**config.mk**
```make
export PLATFORM = sky130hd
export DESIGN_NAME = pipe_stage_reg
export DESIGN_NICKNAME = d
export VERILOG_FILES = /design/src/rtl/pipe_pkg.sv /design/src/rtl/pipe_skid_buf.sv /design/src/rtl/pipe_stage_reg.sv
export SDC_FILE = /design/constraint.sdc
export NUM_CORES = 1
export LEC_CHECK = 0
export BUFFER_PORTS_ARGS = -buffer_cell sky130_fd_sc_hd__buf_2
export CORE_MARGIN = 2
export CORE_UTILIZATION = 40
export DETAILED_ROUTE_END_ITERATION = 10
export PLACE_DENSITY = 0.71
export SYNTH_ARGS = -nofsm -noshare
export SYNTH_HDL_FRONTEND = slang
export SYNTH_SLANG_ARGS = --single-unit
```
**constraint.sdc**
```tcl
create_clock -name clk -period 5.5 [get_ports clk]
set_input_delay 1.375 -clock clk [delete_from_list [all_inputs] [get_ports clk]]
set_output_delay 1.375 -clock clk [all_outputs]
set_load 0.05 [all_outputs]
```
**src/rtl/pipe_pkg.sv**
```systemverilog
// Shared definitions for the MIPS-lite pipeline stage registers.
// Default widths, control-vector bit positions and the bubble encoding.
package pipe_pkg;

  localparam int CTRL_W_DEF = 6;
  localparam int DATA_W_DEF = 102;
  localparam int CNT_W_DEF  = 16;

  localparam int CTRL_REGWRITE = 5;
  localparam int CTRL_MEMTOREG = 4;
  localparam int CTRL_MEMREAD  = 3;
  localparam int CTRL_MEMWRITE = 2;
  localparam int CTRL_BRANCH   = 1;
  localparam int CTRL_JR       = 0;

  typedef logic [CTRL_W_DEF-1:0] ctrl_t;

  localparam ctrl_t CTRL_BUBBLE = '0;

endpackage

```
**src/rtl/pipe_skid_buf.sv**
```systemverilog
// One-entry skid register with valid flag, used by pipe_stage_reg when
// PIPE_STAGE_SKID_EN is defined. clr wins over load/drain.
module pipe_skid_buf #(
  parameter int CTRL_W = 6,
  parameter int DATA_W = 102
) (
  input  logic              clk,
  input  logic              rst,
  input  logic              clr,
  input  logic              load,
  input  logic              drain,
  input  logic [CTRL_W-1:0] load_ctrl,
  input  logic [DATA_W-1:0] load_data,
  output logic              valid,
  output logic [CTRL_W-1:0] ctrl,
  output logic [DATA_W-1:0] data
);

  always_ff @(posedge clk or posedge rst) begin
    if (rst) begin
      valid <= 1'b0;
      ctrl  <= '0;
      data  <= '0;
    end else if (clr) begin
      valid <= 1'b0;
      ctrl  <= '0;
    end else if (load) begin
      valid <= 1'b1;
      ctrl  <= load_ctrl;
      data  <= load_data;
    end else if (drain) begin
      valid <= 1'b0;
      ctrl  <= '0;
    end
  end

endmodule

```
**src/rtl/pipe_stage_reg.sv**
```systemverilog
// Pipeline stage register: control + payload with valid/ready, flush and
// saturating stall counter. Define PIPE_STAGE_SKID_EN for a registered in_ready.
module pipe_stage_reg
  import pipe_pkg::*;
#(
  parameter int CTRL_W = CTRL_W_DEF,
  parameter int DATA_W = DATA_W_DEF,
  parameter int CNT_W  = CNT_W_DEF
) (
  input  logic              clk,
  input  logic              rst,
  input  logic              flush,
  input  logic              in_valid,
  output logic              in_ready,
  input  logic [CTRL_W-1:0] in_ctrl,
  input  logic [DATA_W-1:0] in_data,
  output logic              out_valid,
  input  logic              out_ready,
  output logic [CTRL_W-1:0] out_ctrl,
  output logic [DATA_W-1:0] out_data,
  output logic [CNT_W-1:0]  stall_cnt
);

  logic              xfer_in;
  logic              xfer_out;
  logic              skid_valid;
  logic [CTRL_W-1:0] skid_ctrl;
  logic [DATA_W-1:0] skid_data;
  logic              main_load;
  logic [CTRL_W-1:0] main_ctrl_nxt;
  logic [DATA_W-1:0] main_data_nxt;

  assign xfer_in  = in_valid && in_ready;
  assign xfer_out = out_valid && out_ready;

`ifdef PIPE_STAGE_SKID_EN
  logic skid_load;
  logic skid_drain;

  assign in_ready   = !skid_valid;
  // A beat arriving while main is full and blocked parks in the skid entry.
  assign skid_load  = !flush && xfer_in && out_valid && !out_ready;
  assign skid_drain = !flush && xfer_out && skid_valid;

  pipe_skid_buf #(
    .CTRL_W (CTRL_W),
    .DATA_W (DATA_W)
  ) u_skid (
    .clk       (clk),
    .rst       (rst),
    .clr       (flush),
    .load      (skid_load),
    .drain     (skid_drain),
    .load_ctrl (in_ctrl),
    .load_data (in_data),
    .valid     (skid_valid),
    .ctrl      (skid_ctrl),
    .data      (skid_data)
  );
`else
  assign in_ready   = !out_valid || out_ready || flush;
  assign skid_valid = 1'b0;
  assign skid_ctrl  = CTRL_W'(CTRL_BUBBLE);
  assign skid_data  = '0;
`endif

  always_comb begin
    main_load     = 1'b0;
    main_ctrl_nxt = in_ctrl;
    main_data_nxt = in_data;
    if (xfer_out && skid_valid) begin
      main_load     = 1'b1;
      main_ctrl_nxt = skid_ctrl;
      main_data_nxt = skid_data;
    end else if (xfer_in && (!out_valid || out_ready)) begin
      main_load = 1'b1;
    end
  end

  always_ff @(posedge clk or posedge rst) begin
    if (rst) begin
      out_valid <= 1'b0;
      out_ctrl  <= '0;
      out_data  <= '0;
    end else if (flush) begin
      out_valid <= 1'b0;
      out_ctrl  <= '0;
    end else if (main_load) begin
      out_valid <= 1'b1;
      out_ctrl  <= main_ctrl_nxt;
      out_data  <= main_data_nxt;
    end else if (xfer_out) begin
      out_valid <= 1'b0;
      out_ctrl  <= '0;
    end
  end

  always_ff @(posedge clk or posedge rst) begin
    if (rst) begin
      stall_cnt <= '0;
    end else if (out_valid && !out_ready && !flush && (stall_cnt != {CNT_W{1'b1}})) begin
      stall_cnt <= stall_cnt + CNT_W'(1);
    end
  end

endmodule
```
==> results.sh, run 1 <==
export IMPL_path_clk_slew_ns=0.05
export IMPL_antenna_found_initial=0
export IMPL_grt_max_degree=71
export IMPL_grt_overflow=0
export IMPL_placed_area_sq_um=6192
export IMPL_drc=0
export IMPL_fin_area_sq_um=6822
export IMPL_status="finished clean"
export IMPL_h_tree_depth=4
export IMPL_dp_hpwl_um=7788
export IMPL_drive_above_1_share_pct=67.79
export IMPL_slew_headroom_pct=43.91
export IMPL_critPathBufInv=2
export IMPL_max_freq_ghz=0.2687
export IMPL_synthCells=302
export IMPL_rows=40
export IMPL_tritoncts="built"
export IMPL_io_buffer_count=238
export IMPL_required_ns=4.12
export IMPL_dieHeight_um=114.1
export IMPL_vias_per_cell=4.865
export IMPL_syn_cell_area_sq_um=4851
export IMPL_crit_path_end_kind="output pin"
export IMPL_ys_seq_elements=125
export IMPL_synth_cell_types=35
export IMPL_vias=3449
export IMPL_avgSynthCellArea_sq_um=16.06
export IMPL_worstPathMaxFanout=10
export IMPL_num_antenna_cells=0
export IMPL_cts_root_buf="clkbuf_16"
export IMPL_gp_congestion=0.7154
export IMPL_post_route_period_util_pct=67.66
export IMPL_cts_hold_buf=0
export IMPL_ant_nets=0
export IMPL_clock_sinks=125
export IMPL_layout_common_cells="buf_2 (238), dfrtp_1 (125), mux2_2 (102), clkbuf_16 (17), xnor2_1 (9)"
export IMPL_fin_cells=709
export IMPL_critical_path_arrival_ns=2.35
export IMPL_max_slew_worst_pin_slew_ns=0.8414
export IMPL_clk_latency_ns=0.40
export IMPL_crit_top_cell="buf_2"
export IMPL_cap_violations=0
export IMPL_grt_pass1_vias=3518
export IMPL_hold_viol=0
export IMPL_die_area_sq_um=13020
export IMPL_dp_cells=677
export IMPL_power_leakage_uw=0.003406
export IMPL_syn_nets=416
export IMPL_crit_path_top_delay_cell="or3b_1"
export IMPL_fin_nets=663
export IMPL_path_cells="buf_2, or3b_1, buf_2"
export IMPL_syn_to_final_growth_pct=40.62
export IMPL_post_drt_wl_per_cell_um=15.12
export IMPL_setup_tns_ns=0
export IMPL_drv_slew=0
export IMPL_crit_path_max_incr_delay_ns=0.56
export IMPL_numCtsBuffers=17
export IMPL_drt_iter0_drc=146
export IMPL_cts_resized=0
export IMPL_first_pass_iters=4
export IMPL_start_util_pct=40.72
export IMPL_cts_setup_buffers=0
export IMPL_peakVddDrop_mv=0.2543
export IMPL_yosysWarnings=0
export IMPL_die_x_um=114.1
export IMPL_grt_setup_unrepaired="false"
export IMPL_ioPinCount=239
export IMPL_core_sq_um=11910
export IMPL_p_per_area_nw_per_um2=481.8
export IMPL_fin_skew_ns=0.004932
export IMPL_min_path_type="flop to flop"
export IMPL_crit_path_start_kind="input port"
export IMPL_grt_util_all_layers_pct=17.02
export IMPL_grt_pass1_wl_um=17000
export IMPL_timing_setup_critical_path_class="input port to output pin"
export IMPL_setup_viol=0
export IMPL_critPathTopFamily="simple AND/OR/NAND/NOR gates"
export IMPL_drt_total_wl_um=10720
export IMPL_post_route_min_period_ns=3.721
export IMPL_clockBufferDepth=2
export IMPL_layout_cells_most_common="buf_2"
export IMPL_seq_area_frac_synth_pct=64.48
==> cells in the mapped netlist <==
cell,number,share of area (%)
nand4_4,1,0.44
nand2_1,1,0.077
inv_1,2,0.15
dfrtp_1,125,64
or3_1,1,0.13
nor2_2,1,0.13
nand2b_1,1,0.13
ha_1,1,0.26
nor4b_2,1,0.31
o2111ai_1,1,0.18
nand4_2,1,0.26
and4_1,1,0.18
or2_2,1,0.13
nor3b_1,1,0.15
buf_2,10,1.0
nor3_4,1,0.34
and3_1,2,0.26
buf_4,2,0.31
a22o_1,6,1.1
or3b_1,1,0.18
nor4_4,1,0.44
nor2_1,2,0.15
xnor2_1,9,1.6
mux2_4,1,0.31
a31oi_1,2,0.26
nor2b_1,1,0.13
buf_6,1,0.23
mux2_2,102,24
nand3_1,7,0.72
o21a_1,1,0.15
xor2_1,5,0.90
nor4_1,1,0.13
nor3_1,2,0.21
nand4_1,5,0.64
nor3_2,1,0.21
==> cells by family (layout without fill, tap and decap cells) <==
| family | Yosys count | in the layout | synth area share, % |
|---|---|---|---|
| and+or+nand+nor | 34 | 34 | 5.340 |
| muxes | 103 | 103 | 23.99 |
| adders and majority gates | 1 | 1 | 0.2579 |
| DFF | 125 | 125 | 64.48 |
| AOI/OAI and AO/OA | 10 | 10 | 1.677 |
| buffers and inverters | 15 | 275 | 1.728 |
| xor gates and xnor gates | 14 | 14 | 2.528 |
==> final timing paths <==
path | from | to | slack, ns | cells after the start
max | flush | in_ready | 1.78 | 3
min | out_data[35] | out_data[35] | 0.50 | 1
max reg2reg | out_valid | out_data[69] | 3.44 | 4
min reg2reg | out_data[35] | out_data[35] | 0.50 | 1
max in group asynchronous | rst | out_data[11] | 3.56 | 3
min in group asynchronous | rst | out_ctrl[3] | 1.09 | 2
==> flip-flops by register name (all words and copies together) (netlist names) <==
signal / cells
out_data: 102
stall_cnt: 16
out_ctrl: 6
out_valid: 1
==> metal layers <==
metal	track usage [%]	part of all wire (%)
met5	0	0
met3	6.723	8.2
met2	27.70	51
met4	9.675	2.9
met1	19.10	38
==> metrics by stage <==
| stage | setup WS [ns] | utilization (%) | hold WS [ns] | power (uW) |
|---|---|---|---|---|
| finish | 1.779 | 57.27 | 0.4962 | 3287 |
| global route | 1.743 | 57.27 | 0.5093 | 3419 |
| CTS | 1.773 | 57.27 | 0.5005 | 3329 |
| detailed placement | 1.771 | 51.99 | 0.4810 | 2133 |
| global placement | 1.778 | 51.99 | 0.4801 | 2114 |
| floorplan | 0.7974 | - | 0.8023 | 1883 |
==> where the power goes <==
group	switching [uW]	leakage, uW	internal, uW
combinational	699	0.00159	257
clock	369	0.000309	805
sequential	86.4	0.00151	1070
==> final cells by class <==
class                           instances  area [sq um]
Fill cell                             972          5090
Sequential cell                       125          3128
Multi-Input combinational cell        162          1644
Timing Repair Buffer                  241          1226
Clock buffer                           26         499.2
Tap cell                              147         183.9
Clock inverter                          6         130.1
Inverter                                2         10.01
Power figures use the tool's default switching activity.
==> run 2: changes to the inputs <==
Settings changed: PLACE_DENSITY 0.71 to 0.74.
Clock period 5.5 ns to 3.15 ns, I/O delays scaled along.
==> run 2 against run 1 <==
  * Flip-flop and latch count unchanged
  * Clock power rose by 56%
  * Worst setup slack worse by 1.2 ns
  * Non-clock buffer count unchanged
  * Sequential share of layout area up 0.32 points
  * First-iteration DRC count rose by 8.2%
  * Final cell count fell by 0.28%
  * Critical path type unchanged
  * Largest power group is now sequential cells
  * Design area shrank 0.70%
==> results.sh, run 2 (synthesis gave the netlist of run 1 again) <==
export IMPL_status="finished clean"
export IMPL_clockBufferDepth=2
export IMPL_grt_util_all_layers_pct=16.60
export IMPL_cap_violations=0
export IMPL_h_tree_depth=4
export IMPL_max_freq_ghz=0.3902
export IMPL_syn_to_final_growth_pct=39.64
export IMPL_worstPathMaxFanout=10
export IMPL_cts_hold_buf=0
export IMPL_startpoint="flush"
export IMPL_numCtsBuffers=17
export IMPL_p_per_area_nw_per_um2=814.1
export IMPL_wl_met3_um=800
export IMPL_crit_path_start_kind="input port"
export IMPL_setup_tns_ns=0
export IMPL_dieHeight_um=114.1
export IMPL_tritoncts="built"
export IMPL_fin_skew_ns=0.005633
export IMPL_max_slew_worst_pin_slew_ns=0.6253
export IMPL_p_sw_uw=2009
export IMPL_reg_top3="out_data x102, stall_cnt x16, out_ctrl x6"
export IMPL_r2r_setup_slack_ns=1.27
export IMPL_vias=3446
export IMPL_drt_iter0_drc=158
export IMPL_grt_setup_unrepaired="false"
export IMPL_die_area_sq_um=13020
export IMPL_power_internal_uw=3506
export IMPL_cts_setup_buffers=0
export IMPL_gp_congestion=0.7852
export IMPL_met1_length_um=4036
export IMPL_largest_reg_flops=102
export IMPL_pwr_share_comb_pct=30.4
export IMPL_num_antenna_cells=0
export IMPL_cts_root_buf="clkbuf_16"
export IMPL_layout_cells_most_common="buf_2"
export IMPL_final_util_pct=56.87
export IMPL_crit_path_end_kind="output pin"
export IMPL_start_util_pct=40.72
export IMPL_path_clk_slew_ns=0.05
export IMPL_ant_nets=0
export IMPL_rr_startpoint="out_valid"
export IMPL_fin_nets=663
export IMPL_grt_pass1_vias=3555
export IMPL_antenna_found_initial=0
export IMPL_reg2regPathDepth=4
export IMPL_critical_path_arrival_ns=1.78
export IMPL_top_layer_used="met4"
export IMPL_min_path_type="flop to flop"
export IMPL_rows=40
export IMPL_grt_overflow=0
export IMPL_clock_sinks=125
export IMPL_post_drt_wl_per_cell_um=14.64
export IMPL_io_buffer_count=238
export IMPL_layout_common_cells="buf_2 (238), dfrtp_1 (125), mux2_2 (102), clkbuf_16 (17), xnor2_1 (9)"
export IMPL_cts_resized=0
export IMPL_power_leakage_uw=0.003382
export IMPL_timing_setup_critical_path_class="input port to output pin"
export IMPL_grt_pass1_wl_um=16680
export IMPL_vias_per_cell=4.874
export IMPL_drv_slew=0
export IMPL_hold_viol=0
export IMPL_required_ns=2.36
export IMPL_post_route_period_util_pct=81.36
export IMPL_fill_cells=1001
export IMPL_wl_met2_um=5182
export IMPL_r2r_end="out_data[101]"
export IMPL_cp_endpoint="in_ready"
export IMPL_drc=0
export IMPL_clk_latency_ns=0.41
export IMPL_p_seq_share_pct=36.6
export IMPL_whs_ns=0.4945
export IMPL_drt_total_wl_um=10350
export IMPL_peakVddDrop_mv=0.4237
export IMPL_grt_max_degree=126
export IMPL_dp_hpwl_um=7532
export IMPL_drive_above_1_share_pct=68.21
export IMPL_core_sq_um=11910
export IMPL_swShare_pct=36.42
export IMPL_die_x_um=114.1
export IMPL_p_clk_share_pct=33.0
export IMPL_first_pass_iters=6
export IMPL_ioPinCount=239
export IMPL_max_flop_register="out_data"
export IMPL_post_route_min_period_ns=2.563
export IMPL_setup_viol=0
export IMPL_slew_headroom_pct=58.31
[run 2: changes by cell type in the layout (fill, tap and decap cells not counted), sizes merged]
cell,change
clkbuf,-5
clkinv,+5
inv,-1
bufinv,-2
clkinvlp,+1
[run 2: worst max-delay path, stage by stage]
cell and delay [ns]:
buf_2 0.11, or3b_1 0.57, buf_2 0.30
[run 2: worst min-delay path by stage]
stage	slack, ns	to	cells past startpoint	startpoint
after floorplan	0.80	stall_cnt[15]	1	stall_cnt[15]
after global placement	0.48	out_ctrl[4]	1	out_ctrl[4]
after detailed placement	0.48	out_ctrl[4]	1	out_ctrl[4]
after CTS	0.50	out_ctrl[4]	1	out_ctrl[4]
after global routing	0.51	out_data[11]	1	out_data[11]
final	0.49	out_ctrl[4]	1	out_ctrl[4]
[run 2: final cells by class]
cell class	count	area, sq um	area share [%]
sequential	125	3128	46.18
multi-input combinational	162	1644	24.27
timing repair buffer	241	1251	18.47
clock buffer	21	460.4	6.797
tap	147	183.9	2.715
clock inverter	9	95.09	1.404
inverter	2	11.26	0.1662
[run 2: metal layers]
| layer | global-route usage (%) | vias to the layer above |
|---|---|---|
| met1 | 18.50 | 1673 |
| met2 | 26.59 | 160 |
| met3 | 6.723 | 31 |
| met5 | 0 | - |
| li1 | - | 1582 |
| met4 | 10.33 | 0 |
[run 2: stage by stage]
stage,total power [uW],instances,area [sq um],setup WS [ns]
CTS,5579,707,6774,0.5816
global placement,3696,677,6218,0.5937
detailed placement,3733,677,6218,0.5790
finish,5515,707,6774,0.5873
floorplan,3288,302,4855,0.8232
global route,5759,707,6774,0.5334
[run 2: power groups by stage]
stage	clock network, uW	logic, uW	registers (uW)
5_1_grt	1950	1750	2050
6_report	1820	1680	2020
2_1_floorplan	0	326	2960
3_5_place_dp	0	1690	2040
3_3_place_gp	0	1670	2020
4_1_cts	1870	1690	2020
==> run 3: changes to the inputs <==
Settings changed: ABC_AREA set to 1, PLACE_DENSITY 0.74 to 0.73.
Clock period 3.15 ns to 2.1 ns, I/O delays scaled along.
==> run 3 against run 2 <==
  * Sequential share of layout area down 2.4 points
  * Total power is 51% higher
  * Register-to-register slack worse by 0.79 ns
  * Critical path depth increased by 1
  * Clock power is 63% higher
  * First-iteration DRC count rose by 89%
  * Clock skew hardly changed
  * Final cell count rose by 46%
==> results.sh, run 3 <==
export IMPL_p_seq_share_pct=35.9
export IMPL_max_flop_register="out_data"
export IMPL_max_slew_worst_pin_slew_ns=0.5033
export IMPL_cts_root_buf="clkbuf_16"
export IMPL_num_antenna_cells=0
export IMPL_antenna_found_initial=0
export IMPL_post_route_min_period_ns=1.925
export IMPL_crit_path_max_incr_delay_ns=0.39
export IMPL_crit_path_top_delay_cell="dfrtp_1"
export IMPL_cap_violations=0
export IMPL_crit_path_end_kind="output pin"
export IMPL_synth_cell_types=23
export IMPL_vias=4578
export IMPL_h_tree_depth=4
export IMPL_power_internal_uw=5279
export IMPL_rows=41
export IMPL_grt_pass1_wl_um=20650
export IMPL_grt_pass1_vias=4305
export IMPL_status="finished clean"
export IMPL_drv_slew=0
export IMPL_drive_above_1_share_pct=33.60
export IMPL_clockBufferDepth=2
export IMPL_reg_top3="out_data x102, stall_cnt x16, out_ctrl x6"
export IMPL_p_sw_uw=3060
export IMPL_ioPinCount=239
export IMPL_clock_sinks=125
export IMPL_final_util_pct=56.89
export IMPL_ant_nets=0
export IMPL_critical_path_arrival_ns=1.40
export IMPL_gp_congestion=0.7952
export IMPL_syn_to_final_growth_pct=39.59
export IMPL_largest_reg_flops=102
export IMPL_die_area_sq_um=13730
export IMPL_yosysTopAreaCell="dfrtp_1"
export IMPL_timing_setup_critical_path_class="flop to output pin"
export IMPL_slew_headroom_pct=66.45
export IMPL_synth_ff_type="dfrtp_1"
export IMPL_drt_total_wl_um=13130
export IMPL_netlist_area_leader_share_pct=61.06
export IMPL_fin_nets=965
export IMPL_dieHeight_um=117.2
export IMPL_grt_setup_unrepaired="false"
export IMPL_crit_path_start_kind="flop"
export IMPL_power_leakage_uw=0.004119
export IMPL_fin_skew_ns=0.005479
export IMPL_setup_viol=0
export IMPL_required_ns=1.57
export IMPL_p_clk_share_pct=35.6
export IMPL_path_clk_slew_ns=0.05
export IMPL_drc=0
export IMPL_first_pass_iters=4
export IMPL_numCtsBuffers=17
export IMPL_placed_area_sq_um=6549
export IMPL_peakVddDrop_mv=0.4364
export IMPL_min_path_type="input port to async pin"
export IMPL_layout_common_cells="nand2_1 (376), buf_2 (238), dfrtp_1 (125), inv_1 (21), clkbuf_16 (17)"
export IMPL_path_cells="inv_1, nor2_2, nand2_1, buf_2"
export IMPL_start_util_pct=40.76
export IMPL_vias_per_cell=4.423
export IMPL_die_x_um=117.2
export IMPL_drt_iter0_drc=299
export IMPL_grt_max_degree=104
export IMPL_max_freq_ghz=0.5195
export IMPL_yosysWarnings=0
export IMPL_synth_area_leaders="dfrtp_1 (61%), nand2_1 (28%), inv_1 (1.6%)"
export IMPL_cts_resized=0
export IMPL_worstPathMaxFanout=5
export IMPL_cts_hold_buf=0
export IMPL_syn_nets=723
export IMPL_dp_hpwl_um=9162
export IMPL_layout_cells_most_common="nand2_1"
export IMPL_synthArstFlopShare_pct=100.0
export IMPL_clk_latency_ns=0.40
export IMPL_fin_area_sq_um=7151
export IMPL_p_per_area_nw_per_um2=1166
export IMPL_fin_cells=1035
export IMPL_yosys_cell_count_top_type="nand2_1"
export IMPL_grt_util_all_layers_pct=19.43
export IMPL_swShare_pct=36.69
export IMPL_seq_area_frac_synth_pct=61.06
export IMPL_tritoncts="built"
export IMPL_hold_viol=0
export IMPL_core_sq_um=12570
export IMPL_avgSynthCellArea_sq_um=8.411
export IMPL_cts_setup_buffers=0
export IMPL_synthCells=609
export IMPL_ys_seq_elements=125
export IMPL_pwr_share_comb_pct=28.5
export IMPL_post_drt_wl_per_cell_um=12.69
export IMPL_grt_overflow=0
export IMPL_post_route_period_util_pct=91.66
export IMPL_synth_edff_count=0
export IMPL_io_buffer_count=238
export IMPL_ys_top_cells_by_count="nand2_1 (376), dfrtp_1 (125), inv_1 (22), nor2_1 (16), o21ai_0 (15)"
export IMPL_whs_ns=0.02196
export IMPL_dp_cells=1004
export IMPL_syn_cell_area_sq_um=5122
export IMPL_setup_tns_ns=0
run 3: cell count changes after synthesis, moves of 10 or more:
cell,previous run,this run
nand2_1,1,376
mux2_2,102,0
inv_1,2,22
o21ai_0,0,15
nor2_1,2,16
clkbuf_1,0,10
run 3: final cells by class:
| class | instances | area [sq um] |
|---|---|---|
| Sequential cell | 125 | 3128 |
| Fill cell | 1184 | 5418 |
| Tap cell | 172 | 215.2 |
| Inverter | 23 | 91.34 |
| Multi-Input combinational cell | 437 | 1793 |
| Clock buffer | 24 | 491.7 |
| Timing Repair Buffer | 247 | 1321 |
| Clock inverter | 7 | 110.1 |
run 3: path summary, 6_finish.rpt:
path / startpoint / end / slack [ns] / depth (start not counted)
max: out_valid / in_ready / 0.18 / 4
max in group asynchronous: rst / out_ctrl[1] / 1.51 / 3
min: rst / out_data[88] / 0.02 / 2
max reg2reg: stall_cnt[1] / stall_cnt[5] / 0.48 / 6
min reg2reg: out_data[71] / out_data[71] / 0.47 / 2
min in group clk: in_data[95] / out_data[95] / 0.31 / 3
run 3: cell families (layout without fill, tap and decap cells):
group           count (synthesis)  after routing  synth area share, %
fa+ha+maj                       1              1               0.2442
simple gates                  412            412                31.41
flops                         125            125                61.06
buf+inv                        47            301                4.079
compound gates                 18             18                2.174
xor+xnor                        6              6                1.026
run 3: critical path: cells and delay by family (launching register included):
kind	cells	cell delay [ns]
buf+inv	2	0.38
flops	1	0.39
simple gates	2	0.22
run 3: power groups by stage:
stage	Clock [uW]	Combinational (uW)	Sequential [uW]
global route	3150	2540	3040
floorplan	0	485	4270
finish	2970	2380	2990
detailed placement	0	2400	3020
CTS	3040	2400	2990
global placement	0	2370	3010
run 3: layer usage:
layer | global-route usage [%] | up-vias | wire, um
li1 | - | 2328 | -
met1 | 25.97 | 2062 | 5876
met2 | 29.16 | 167 | 6003
met3 | 6.334 | 21 | 948
met4 | 8.235 | 0 | 306
met5 | 0 | - | 0
run 3: per-stage QoR:
stage / setup slack [ns] / power (uW)
2_1_floorplan: 0.03571 / 4755
3_3_place_gp: 0.3865 / 5388
3_5_place_dp: 0.3484 / 5421
4_1_cts: 0.1599 / 8433
5_1_grt: 0.08475 / 8734
6_report: 0.1751 / 8339
